==> src/rtl/alu_decode_execute.sv <==
// Decode/execute core of the 16-bit I2O2 processor: a registered Decode stage feeding a
// 16-operation combinational ALU, with results captured in a registered Execute/write-back stage.
module alu_decode_execute (
  input  logic        clock,
  input  logic        reset_n,
  input  logic        instr_valid,
  input  logic [15:0] palavra,
  input  logic [15:0] readData1,
  input  logic [15:0] readData2,
  output logic [3:0]  endereco_r1,
  output logic [3:0]  endereco_r2,
  output logic        in_read,
  output logic [3:0]  endereco_r3,
  output logic [15:0] saida_alu,
  output logic        in_write,
  output logic        zero,
  output logic        carry
);

  localparam int unsigned DATA_W = 16;
  localparam int unsigned ADDR_W = 4;

  typedef enum logic [3:0] {
    OP_NOP  = 4'h0, OP_ADD  = 4'h1, OP_SUB  = 4'h2, OP_AND  = 4'h3,
    OP_OR   = 4'h4, OP_XOR  = 4'h5, OP_NOT  = 4'h6, OP_SLL  = 4'h7,
    OP_SRL  = 4'h8, OP_SRA  = 4'h9, OP_ADDI = 4'hA, OP_SUBI = 4'hB,
    OP_SLT  = 4'hC, OP_LI   = 4'hD, OP_MOV  = 4'hE, OP_RSVD = 4'hF
  } opcode_e;

  opcode_e             d_codop;
  logic [ADDR_W-1:0]   d_rd;

  logic [DATA_W-1:0]   imm_ext_c;
  logic [DATA_W-1:0]   operand_b_c;
  logic [DATA_W:0]     sum_c;
  logic [DATA_W-1:0]   alu_result_c;
  logic                alu_carry_c;
  logic                writes_c;

  // Decode register; the rs2 field doubles as the 4-bit immediate and as the shift amount.
  always_ff @(posedge clock or negedge reset_n) begin
    if (!reset_n) begin
      d_codop     <= OP_NOP;
      d_rd        <= '0;
      endereco_r1 <= '0;
      endereco_r2 <= '0;
      in_read     <= 1'b0;
    end else begin
      d_codop     <= opcode_e'(palavra[15:12]);
      d_rd        <= palavra[11:8];
      endereco_r1 <= palavra[7:4];
      endereco_r2 <= palavra[3:0];
      in_read     <= instr_valid;
    end
  end

  // The ADD/SUB datapath is shared between the register and immediate forms.
  always_comb begin
    imm_ext_c    = DATA_W'(endereco_r2);
    operand_b_c  = ((d_codop == OP_ADDI) || (d_codop == OP_SUBI)) ? imm_ext_c : readData2;
    sum_c        = {1'b0, readData1} + {1'b0, operand_b_c};
    alu_result_c = '0;
    alu_carry_c  = 1'b0;
    case (d_codop)
      OP_ADD, OP_ADDI: begin
        alu_result_c = sum_c[DATA_W-1:0];
        alu_carry_c  = sum_c[DATA_W];
      end
      OP_SUB, OP_SUBI: begin
        alu_result_c = readData1 - operand_b_c;
        alu_carry_c  = (readData1 < operand_b_c);
      end
      OP_AND:  alu_result_c = readData1 & readData2;
      OP_OR:   alu_result_c = readData1 | readData2;
      OP_XOR:  alu_result_c = readData1 ^ readData2;
      OP_NOT:  alu_result_c = ~readData1;
      OP_SLL:  alu_result_c = readData1 << endereco_r2;
      OP_SRL:  alu_result_c = readData1 >> endereco_r2;
      OP_SRA:  alu_result_c = $unsigned($signed(readData1) >>> endereco_r2);
      OP_SLT:  alu_result_c = DATA_W'($signed(readData1) < $signed(readData2));
      OP_LI:   alu_result_c = imm_ext_c;
      OP_MOV:  alu_result_c = readData1;
      default: alu_result_c = '0;
    endcase
    writes_c = in_read && (d_codop != OP_NOP) && (d_codop != OP_RSVD);
  end

  // Execute register; bubbles keep the last result and destination but never write.
  always_ff @(posedge clock or negedge reset_n) begin
    if (!reset_n) begin
      endereco_r3 <= '0;
      saida_alu   <= '0;
      in_write    <= 1'b0;
      zero        <= 1'b0;
      carry       <= 1'b0;
    end else begin
      in_write <= writes_c;
      if (in_read) begin
        endereco_r3 <= d_rd;
        saida_alu   <= alu_result_c;
        zero        <= (alu_result_c == '0);
        carry       <= alu_carry_c;
      end
    end
  end

endmodule

==> config.mk <==
export PLATFORM = sky130hd
export DESIGN_NAME = alu_decode_execute
export DESIGN_NICKNAME = d
export VERILOG_FILES = /design/src/rtl/alu_decode_execute.sv
export SDC_FILE = /design/constraint.sdc
export NUM_CORES = 1
export LEC_CHECK = 0
export CORE_MARGIN = 1.5
export CORE_UTILIZATION = 40
export DETAILED_ROUTE_END_ITERATION = 8
export GPL_TIMING_DRIVEN = 0
export HOLD_SLACK_MARGIN = 0.08
export PLACE_DENSITY = 0.63
export SKIP_LAST_GASP = 1
export SYNTH_ARGS = -nofsm -noshare
export SYNTH_HDL_FRONTEND = slang
export SYNTH_SLANG_ARGS = --single-unit
==> constraint.sdc <==
create_clock -name clock -period 7.77 [get_ports clock]
set_input_delay 1.1655 -clock clock [delete_from_list [all_inputs] [get_ports clock]]
set_output_delay 1.1655 -clock clock [all_outputs]
set_load 0.01 [all_outputs]
==> results of run 1 <==
cells in the mapped netlist, drive strengths merged (12+ instances only):
cell    number
buf         27
a211oi      14
o21ai       44
clkbuf      41
inv         75
xnor2       14
ha          83
a22o        13
a21o        15
nand3       27
a21oi       50
dfrtp       40
nor3        15
nand2       65
nor2b       12
mux2i       17
nor2        52
mux4        24
routing by layer:
metal / routed length [um] / GRT usage
met2: 11040 / 0.4349
met3: 2801 / 0.04795
met5: 0 / 0
met4: 1084 / 0.1087
met1: 11770 / 0.4376
worst paths after layout:
| check | start | end | slack, ns | cells past startpoint |
|---|---|---|---|---|
| min | d_rd[2] | endereco_r3[2] | 0.48 | 1 |
| min reg2reg | d_rd[2] | endereco_r3[2] | 0.48 | 1 |
| min in group asynchronous | reset_n | endereco_r1[0] | 1.00 | 1 |
| max | d_codop[3] | zero | 1.91 | 19 |
| max in group asynchronous | reset_n | saida_alu[11] | 6.22 | 1 |
| max reg2reg | d_codop[3] | zero | 1.91 | 19 |
final cells by class:
| type | count | area, sq um |
|---|---|---|
| Fill cell | 1716 | 8523 |
| Multi-Input combinational cell | 663 | 5201 |
| Sequential cell | 40 | 1001 |
| Timing Repair Buffer | 82 | 815.8 |
| Buffer | 68 | 296.5 |
| Inverter | 76 | 285.3 |
| Tap cell | 220 | 275.3 |
| Clock buffer | 5 | 125.1 |
| Clock inverter | 2 | 60.06 |
power breakdown:
part	leakage, nW	total (W)	switching (W)	internal, W
logic	2.91	0.000505	0.000293	0.000212
clock network	0.0899	0.000257	0.0000749	0.000182
registers	0.482	0.000246	0.0000142	0.000232
logic make-up (layout without fill, tap and decap cells):
kind of cell | after synthesis | after routing | synth area share
DFF | 40 | 40 | 0.1477
and+or+nand+nor | 243 | 243 | 0.1820
AOI/OAI and AO/OA | 270 | 270 | 0.2858
xor gates and xnor gates | 14 | 14 | 0.01809
muxes | 51 | 51 | 0.1215
buffers and inverters | 144 | 233 | 0.08584
adders and majority gates | 85 | 85 | 0.1591
state kept, by name, indices dropped and copies added (netlist names):
| name | count |
|---|---|
| d_rd | 4 |
| in_read | 1 |
| carry | 1 |
| zero | 1 |
| endereco_r3 | 4 |
| saida_alu | 16 |
| in_write | 1 |
| endereco_r2 | 4 |
| endereco_r1 | 4 |
| d_codop | 4 |
stage by stage:
step | hold slack [ns] | setup WS [ns] | power [W]
after floorplan | 0.4542 | 3.169 | 0.0005465
after global placement | 0.4601 | 1.969 | 0.0007414
after detailed placement | 0.4693 | 1.993 | 0.0007402
after CTS | 0.4809 | 1.940 | 0.001002
after global routing | 0.4980 | 1.522 | 0.001064
final | 0.4774 | 1.914 | 0.001008
critical path, stage by stage (launching register included):
cell,delay [ns]
dfrtp_1,0.35
buf_2,0.21
buf_2,0.27
buf_2,0.31
buf_1,0.46
nand2_1,0.13
clkbuf_1,0.26
nand2_1,0.11
o21ai_0,0.16
ha_1,0.29
fa_1,0.47
a21o_1,0.24
a211oi_1,0.33
nor3_1,0.15
a211oi_1,0.54
o21ai_0,0.15
a2bb2oi_1,0.17
or4_1,0.62
a2111o_1,0.33
o31ai_2,0.21
==> run summary, run 1 <==
clock tree skew after final layout: 0.008981 ns
Required @ worst endpoint: 7.96 ns
share of final-layout standard cells stronger than drive strength 1: 0.08120
post-route DRC violation count: 0
Clock Tree Buf Depth: 2
Cell Rows: 47
sum of routed wire length over all layers: 26690 um
vertical die dimension: 133.2 um
DR vias/cell: 6.409
initial DRC count: 847
kind of launch point of the worst setup path: flip-flop
most frequent standard cell in the layout excluding fill and tap cells: ha_1
count of synthesis-stage warnings from yosys: 0
post-CTS setup buffer count: 0
clock tree from TritonCTS: yes
count of placed standard cells including taps: 1149
die footprint: 0.01773 sq mm
Max Cap Violations: 0
share of the clock period used by the worst path after layout: 0.7537
Max Clk Rate: 0.1708 GHz
Post-Layout Inst Area: 0.008060 sq mm
count of flip-flops with a built-in enable after synthesis: 0
final-report setup violation count: 0
Max rail drop VDD: 0.1856 mV
number of clock sinks seen by CTS: 40
number of flip-flops and latches in the synthesized netlist: 40
top-level I/O count: 83
Slew Limit Fails: 0
wire length of the first global-routing pass: 40630 um
area added between synthesis and finish: 18.92%
number of global-route vias before repair: 6726
number of buffers created by CTS: 5
post-layout min period: 5.856 ns
Synth Net Count: 983
crit path capture type: flip-flop
number of nets in the layout: 1072
GP Congestion: 1.007
worst relative slew slack: 0.1015
Cell Pwr Density: 125.0 mW/mm^2
Worst-Margin Slew: 1.345 ns
total inserted antenna cells: 0
total core area: 0.01658 sq mm
synthesized cell area: 0.006778 sq mm
number of H-tree levels: 2
x dimension of the die: 133.2 um
share of flip-flops with an asynchronous set or reset after synthesis: 1.000
RSZ-0062 raised after global routing: no
dominant register cell in the synthesized netlist: dfrtp_1
total track usage: 0.2966
Mean Syn Cell Area: 8.002 sq um
top cell type's share of synthesized area: 0.1532
Port-buffer cells: 82
start-to-end type of the worst setup path: reg -> reg
number of antenna violations at the first check in global routing: 0
source-to-sink clock delay at the later pin of the worst-skew pair: 0.28 ns
path class of the lowest-slack min-delay path: reg -> reg
ranking of synthesized cells by area: ha_1 (15%), dfrtp_1 (15%), mux4_2 (8.0%)
final global-route overflow total: 0
maximum number of pins on one net before global-route repair: 41
run status: completed
DRT antenna net count: 0
clock-pin slew on the worst setup and hold paths: 0.06 ns
Layout Utilization: 0.4860
worst-path fanout max: 10
number of gates given a new drive strength after cts: 0
Cell Count, Final, Fillers Out: 1156
WL per Instance: 23.09 um
Mapped Cells: 847
proportion of synthesized chip area in sequential cells: 0.1477
distinct cell type count of the synthesized netlist: 82
most frequent cells in the layout: ha_1 (83), clkdlybuf4s50_1 (81), inv_1 (73), nand2_1 (65), nor2_1 (52)
Initial Utilization: 0.4087
number of hold violations in the final report: 0
largest area contributor in the synthesized netlist: ha_1
Detail Placement HPWL: 21220 um
leakage power summed over all cells: 3.484 nW
via count of the routed design: 7409
crit path DAT: 6.05 ns
setup_tns: 0 ns
placed inst area: 0.007875 sq mm
hold bufs inserted after CTS: 0
cell at the root of the clock tree: clkbuf_16
number of optimization iterations in the first detailed-route pass: 5
Power figures use the tool's default switching activity.
==> run 2, diff against run 1 <==
Clock period 7.77 ns to 5.5 ns, I/O delays scaled along.
==> run 2 against run 1 <==
Sequential share of layout area barely moved. Setup slack got worse by 1.6 ns. Sequential power rose by 41%. First-iteration DRC count fell by 2.0%. Largest cell class unchanged. Critical path depth fell by 1. Total power rose by 42%. Flip-flop and latch count did not move. Cell area rose by 0.31%. Non-clock buffer count did not move. Count of clock-buffer cells in the layout did not move.
==> run summary, run 2 (same netlist as run 1, synthesis figures left out) <==
number of hold violations in the final report: 0
clock-pin slew on the worst setup and hold paths: 0.06 ns
number of nets in the layout: 1072
worst-path fanout max: 19
area added between synthesis and finish: 19.29%
maximum number of pins on one net before global-route repair: 41
CP top delay family: compound AO/OA/AOI/OAI gates
total track usage: 0.2961
total inserted antenna cells: 0
Max Clk Rate: 0.1939 GHz
Layout Utilization: 0.4876
count of placed standard cells including taps: 1149
clock tree from TritonCTS: yes
Detail Placement HPWL: 21220 um
WL per Instance: 23.02 um
die footprint: 0.01773 sq mm
Max rail drop VDD: 0.2622 mV
wire length of the first global-routing pass: 40540 um
sum of routed wire length over all layers: 26610 um
PnR worst setup slack: 0.3438 ns
start-to-end type of the worst setup path: reg -> reg
worst-path cell with the longest stage delay: or4_1
final global-route overflow total: 0
most frequent cells in the layout: ha_1 (83), clkdlybuf4s50_1 (81), inv_1 (73), nand2_1 (65), nor2_1 (52)
Cell Pwr Density: 176.5 mW/mm^2
cell at the root of the clock tree: clkbuf_16
DRT antenna net count: 0
Cell Rows: 47
Slowest Stage Delay on Critical Path: 0.62 ns
Max Cap Violations: 0
post-route DRC violation count: 0
clock tree skew after final layout: 0.009376 ns
top-level I/O count: 83
Port-buffer cells: 82
share of final-layout standard cells stronger than drive strength 1: 0.08547
hold bufs inserted after CTS: 0
max reg flops: 16
crit-path cells: buf_2, buf_2, buf_6, nand2_1, clkbuf_1, nand2_1, o21ai_0, ha_1, fa_1, a21o_1, a211oi_1, nor3_1, a211oi_2, o21ai_0, a2bb2oi_1, or4_1, a2111o_1, o31ai_2
number of buffers created by CTS: 5
via count of the routed design: 7412
worst setup timing slack at the placement stage: -0.2773 ns
post-layout min period: 5.156 ns
number of global-route vias before repair: 6736
initial DRC count: 830
x dimension of the die: 133.2 um
run status: completed
source-to-sink clock delay at the later pin of the worst-skew pair: 0.28 ns
Buffers & Inverters on Critical Path: 4
number of optimization iterations in the first detailed-route pass: 5
area of combinational cells with multiple inputs: 0.005216 sq mm
crit path DAT: 5.35 ns
final-report setup violation count: 0
register name with the most flops: saida_alu
Cell Count, Final, Fillers Out: 1156
number of H-tree levels: 2
DR vias/cell: 6.412
share of the clock period used by the worst path after layout: 0.9375
most frequent standard cell in the layout excluding fill and tap cells: ha_1
Initial Utilization: 0.4087
worst relative slew slack: 0.1148
vertical die dimension: 133.2 um
crit path capture type: flip-flop
GP Congestion: 1.007
number of clock sinks seen by CTS: 40
kind of launch point of the worst setup path: flip-flop
Slew Limit Fails: 0
path class of the lowest-slack min-delay path: reg -> reg
leakage power summed over all cells: 3.493 nW
register area: 0.001001 sq mm
number of antenna violations at the first check in global routing: 0
Fill cells: 1716
Worst-Margin Slew: 1.325 ns
Clock Tree Buf Depth: 2
Required @ worst endpoint: 5.69 ns
total core area: 0.01658 sq mm
RSZ-0062 raised after global routing: no
run 2: cell counts in the layout (fill, tap and decap cells not counted):
No cell type changed its count.
run 2: final cells by class:
type                    instances  share of cell area
inverters                      76             0.03528
flip-flops and latches         40              0.1238
repair buffers                 83              0.1018
plain buffers                  67             0.03699
clock inverters                 2            0.007428
well taps                     220             0.03405
clock buffers                   5             0.01548
multi-input cells             663              0.6452
run 2: metrics by stage:
stage | total power (W) | area [sq um] | hold WS, ns | TNS (ns)
floorplan | 0.0007721 | 6778 | 0.4542 | 0
global placement | 0.001047 | 7874 | 0.4601 | -0.3281
detailed placement | 0.001046 | 7875 | 0.4693 | -0.2773
CTS | 0.001416 | 8061 | 0.4809 | 0
global route | 0.001507 | 8085 | 0.4980 | 0
finish | 0.001427 | 8085 | 0.4777 | 0
run 2: report_power, final:
group          switching [W]  internal (W)  leakage (nW)
clock               0.000105      0.000257        0.0899
combinational       0.000415      0.000303          2.92
sequential         0.0000201      0.000327         0.482
total               0.000540      0.000887          3.49
run 2: final timing paths:
check	start	cells after the start	end	slack [ns]
worst max register to register	d_codop[3]	18	zero	0.34
min in group asynchronous	reset_n	1	saida_alu[4]	0.66
max in group asynchronous	reset_n	1	saida_alu[11]	4.29
worst min register to register	d_rd[2]	1	endereco_r3[2]	0.48
worst max-delay path	d_codop[3]	18	zero	0.34
worst min-delay path	d_rd[2]	1	endereco_r3[2]	0.48
run 2: timing repair:
| action | in CTS | in global routing |
|---|---|---|
| setup endpoints to repair | 2 | 1 |
| buffers inserted | 0 | 1 |
| resized for setup | 1 | 5 |
| pin swaps | 0 | 1 |
run 2: per-layer routing:
layer,wire (um),global-route usage
met5,0,0
met4,1069,0.1123
met3,2539,0.04795
met2,11110,0.4337
met1,11900,0.4357
==> run 3, diff against run 2 <==
Settings changed: SLEW_MARGIN from default to 20.
==> run 3 against run 2 <==
Core utilization is 0.14 points higher. Wire length is 0.17% higher. Clock power hardly changed. Non-clock buffer count is 1 higher. Critical path depth stayed put. Maximum frequency is 2.3% lower. Cell area is 0.28% higher. Total power is 0.13% higher. Global-route usage is 0.088 points lower. Sequential share of layout area hardly changed. Largest power group unchanged. Highest routed layer unchanged.
==> run summary, run 3 (same netlist as run 1, synthesis figures left out) <==
number of H-tree levels: 2
crit-path cells: buf_2, buf_2, buf_6, nand2_1, clkbuf_1, nand2_1, o21ai_0, ha_1, fa_1, a21o_1, a211oi_1, nor3_1, a211oi_2, o21ai_0, a2bb2oi_1, or4_1, a2111o_1, o31ai_2
number of antenna violations at the first check in global routing: 0
share of the clock period used by the worst path after layout: 0.9597
vertical die dimension: 133.2 um
post-route DRC violation count: 0
worst-path fanout max: 19
Cell Rows: 47
die footprint: 0.01773 sq mm
number of global-route vias before repair: 6720
number of nets in the layout: 1073
register name with the most flops: saida_alu
share of final-layout standard cells stronger than drive strength 1: 0.08751
DRT antenna net count: 0
start-to-end type of the worst setup path: reg -> reg
sum of routed wire length over all layers: 26660 um
initial DRC count: 829
Fill cells: 1671
Int Power: 0.0008879 W
leakage power summed over all cells: 3.505 nW
clock tree from TritonCTS: yes
wire length of the first global-routing pass: 40370 um
number of hold violations in the final report: 0
Required @ worst endpoint: 5.69 ns
maximum number of pins on one net before global-route repair: 32
GP Congestion: 1.007
worst hold slack: 0.4092 ns
Max rail drop VDD: 0.2113 mV
net switching share of the total power: 0.3787
clock-pin slew on the worst setup and hold paths: 0.06 ns
Slowest Stage Delay on Critical Path: 0.62 ns
post-layout min period: 5.278 ns
run status: completed
kind of launch point of the worst setup path: flip-flop
Detail Placement HPWL: 21250 um
crit path capture type: flip-flop
crit path DAT: 5.47 ns
worst-path cell with the longest stage delay: or4_1
clock share of power: 0.254
Initial Utilization: 0.4087
final-report setup violation count: 0
Port-buffer cells: 82
number of optimization iterations in the first detailed-route pass: 5
Clock Tree Buf Depth: 2
placed inst area: 0.007905 sq mm
total inserted antenna cells: 0
clock tree skew after final layout: 0.008705 ns
Max Clk Rate: 0.1895 GHz
via count of the routed design: 7355
worst relative slew slack: 0.4798
WL per Instance: 23.04 um
final global-route overflow total: 0
number of buffers created by CTS: 5
Post-Layout Inst Area: 0.008108 sq mm
max reg flops: 16
most frequent standard cell in the layout excluding fill and tap cells: ha_1
source-to-sink clock delay at the later pin of the worst-skew pair: 0.28 ns
Switch Pwr: 0.0005412 W
total core area: 0.01658 sq mm
Max Cap Violations: 0
most frequent cells in the layout: ha_1 (83), clkdlybuf4s50_1 (81), inv_1 (73), nand2_1 (65), nor2_1 (52)
RSZ-0062 raised after global routing: no
total track usage: 0.2952
path class of the lowest-slack min-delay path: in -> async
Worst-Margin Slew: 0.7705 ns
FF-to-FF path depth: 18
hold bufs inserted after CTS: 0
sequential share of power: 0.243
cell at the root of the clock tree: clkbuf_16
Cell Pwr Density: 176.3 mW/mm^2
area added between synthesis and finish: 19.62%
DR vias/cell: 6.357
share of total power in combinational logic: 0.503
x dimension of the die: 133.2 um
post-CTS setup buffer count: 0
top-level I/O count: 83
Slew Limit Fails: 0
number of clock sinks seen by CTS: 40
run 3: cell count changes in the layout (fill, tap and decap cells not counted), sizes merged:
cell,before,now
buf,28,29
run 3: final cells by class:
class | count | area, sq um | share of cell area
plain buffers | 67 | 299.0 | 0.03688
clock buffers | 5 | 125.1 | 0.01543
clock inverters | 2 | 60.06 | 0.007407
inverters | 76 | 285.3 | 0.03519
multi-input cells | 663 | 5221 | 0.6440
flip-flops and latches | 40 | 1001 | 0.1235
well taps | 220 | 275.3 | 0.03395
repair buffers | 84 | 840.8 | 0.1037
run 3: path summary, 6_finish.rpt:
| path | startpoint | end | slack, ns |
|---|---|---|---|
| max in group asynchronous | reset_n | saida_alu[10] | 4.66 |
| max reg2reg | d_codop[3] | zero | 0.22 |
| min reg2reg | saida_alu[13] | saida_alu[13] | 0.48 |
| min | reset_n | endereco_r1[2] | 0.41 |
| max | d_codop[3] | zero | 0.22 |
| min in group clock | saida_alu[13] | saida_alu[13] | 0.48 |
run 3: power groups by stage:
stage | Sequential [W] | Combinational (W) | Clock [W]
6_report | 0.000347 | 0.000719 | 0.000362
5_1_grt | 0.000351 | 0.000769 | 0.000385
4_1_cts | 0.000348 | 0.000699 | 0.000371
3_5_place_dp | 0.000352 | 0.000695 | 0
3_3_place_gp | 0.000351 | 0.000696 | 0
2_1_floorplan | 0.000363 | 0.000409 | 0
run 3: stage by stage:
stage                     setup slack [ns]  utilization  TNS (ns)  cells  total power, W
final                               0.2218       0.4889         0   1157        0.001429
after CTS                           0.1677       0.4879         0   1157        0.001418
after detailed placement           -0.3427       0.4767   -0.3948   1151        0.001048
after global placement             -0.3007       0.4748   -0.3281   1149        0.001047
after global routing               0.01846       0.4889         0   1157        0.001505
after floorplan                     0.8989            -         0    847       0.0007721
run 3: timing repair:
| action | in CTS | in global routing |
|---|---|---|
| endpoints found under the setup margin | 2 | 1 |
| resized for setup | 1 | 5 |
| pin swaps | 0 | 1 |
run 3: per-layer routing:
layer / GRT usage / share of wire / vias up
li1: - / - / 3352
met1: 0.4314 / 0.44 / 3513
met2: 0.4349 / 0.42 / 438
met3: 0.05023 / 0.10 / 52
met4: 0.1105 / 0.039 / 0
met5: 0 / 0 / -
run 3: worst max-delay path, delay by kind of cell, from the launching register on:
family	cells	cell delay [ns]
AOI/OAI and AO/OA	8	2.07
buffers and inverters	4	1.00
and+or+nand+nor	4	0.98
adders and majority gates	2	0.76
DFF	1	0.37
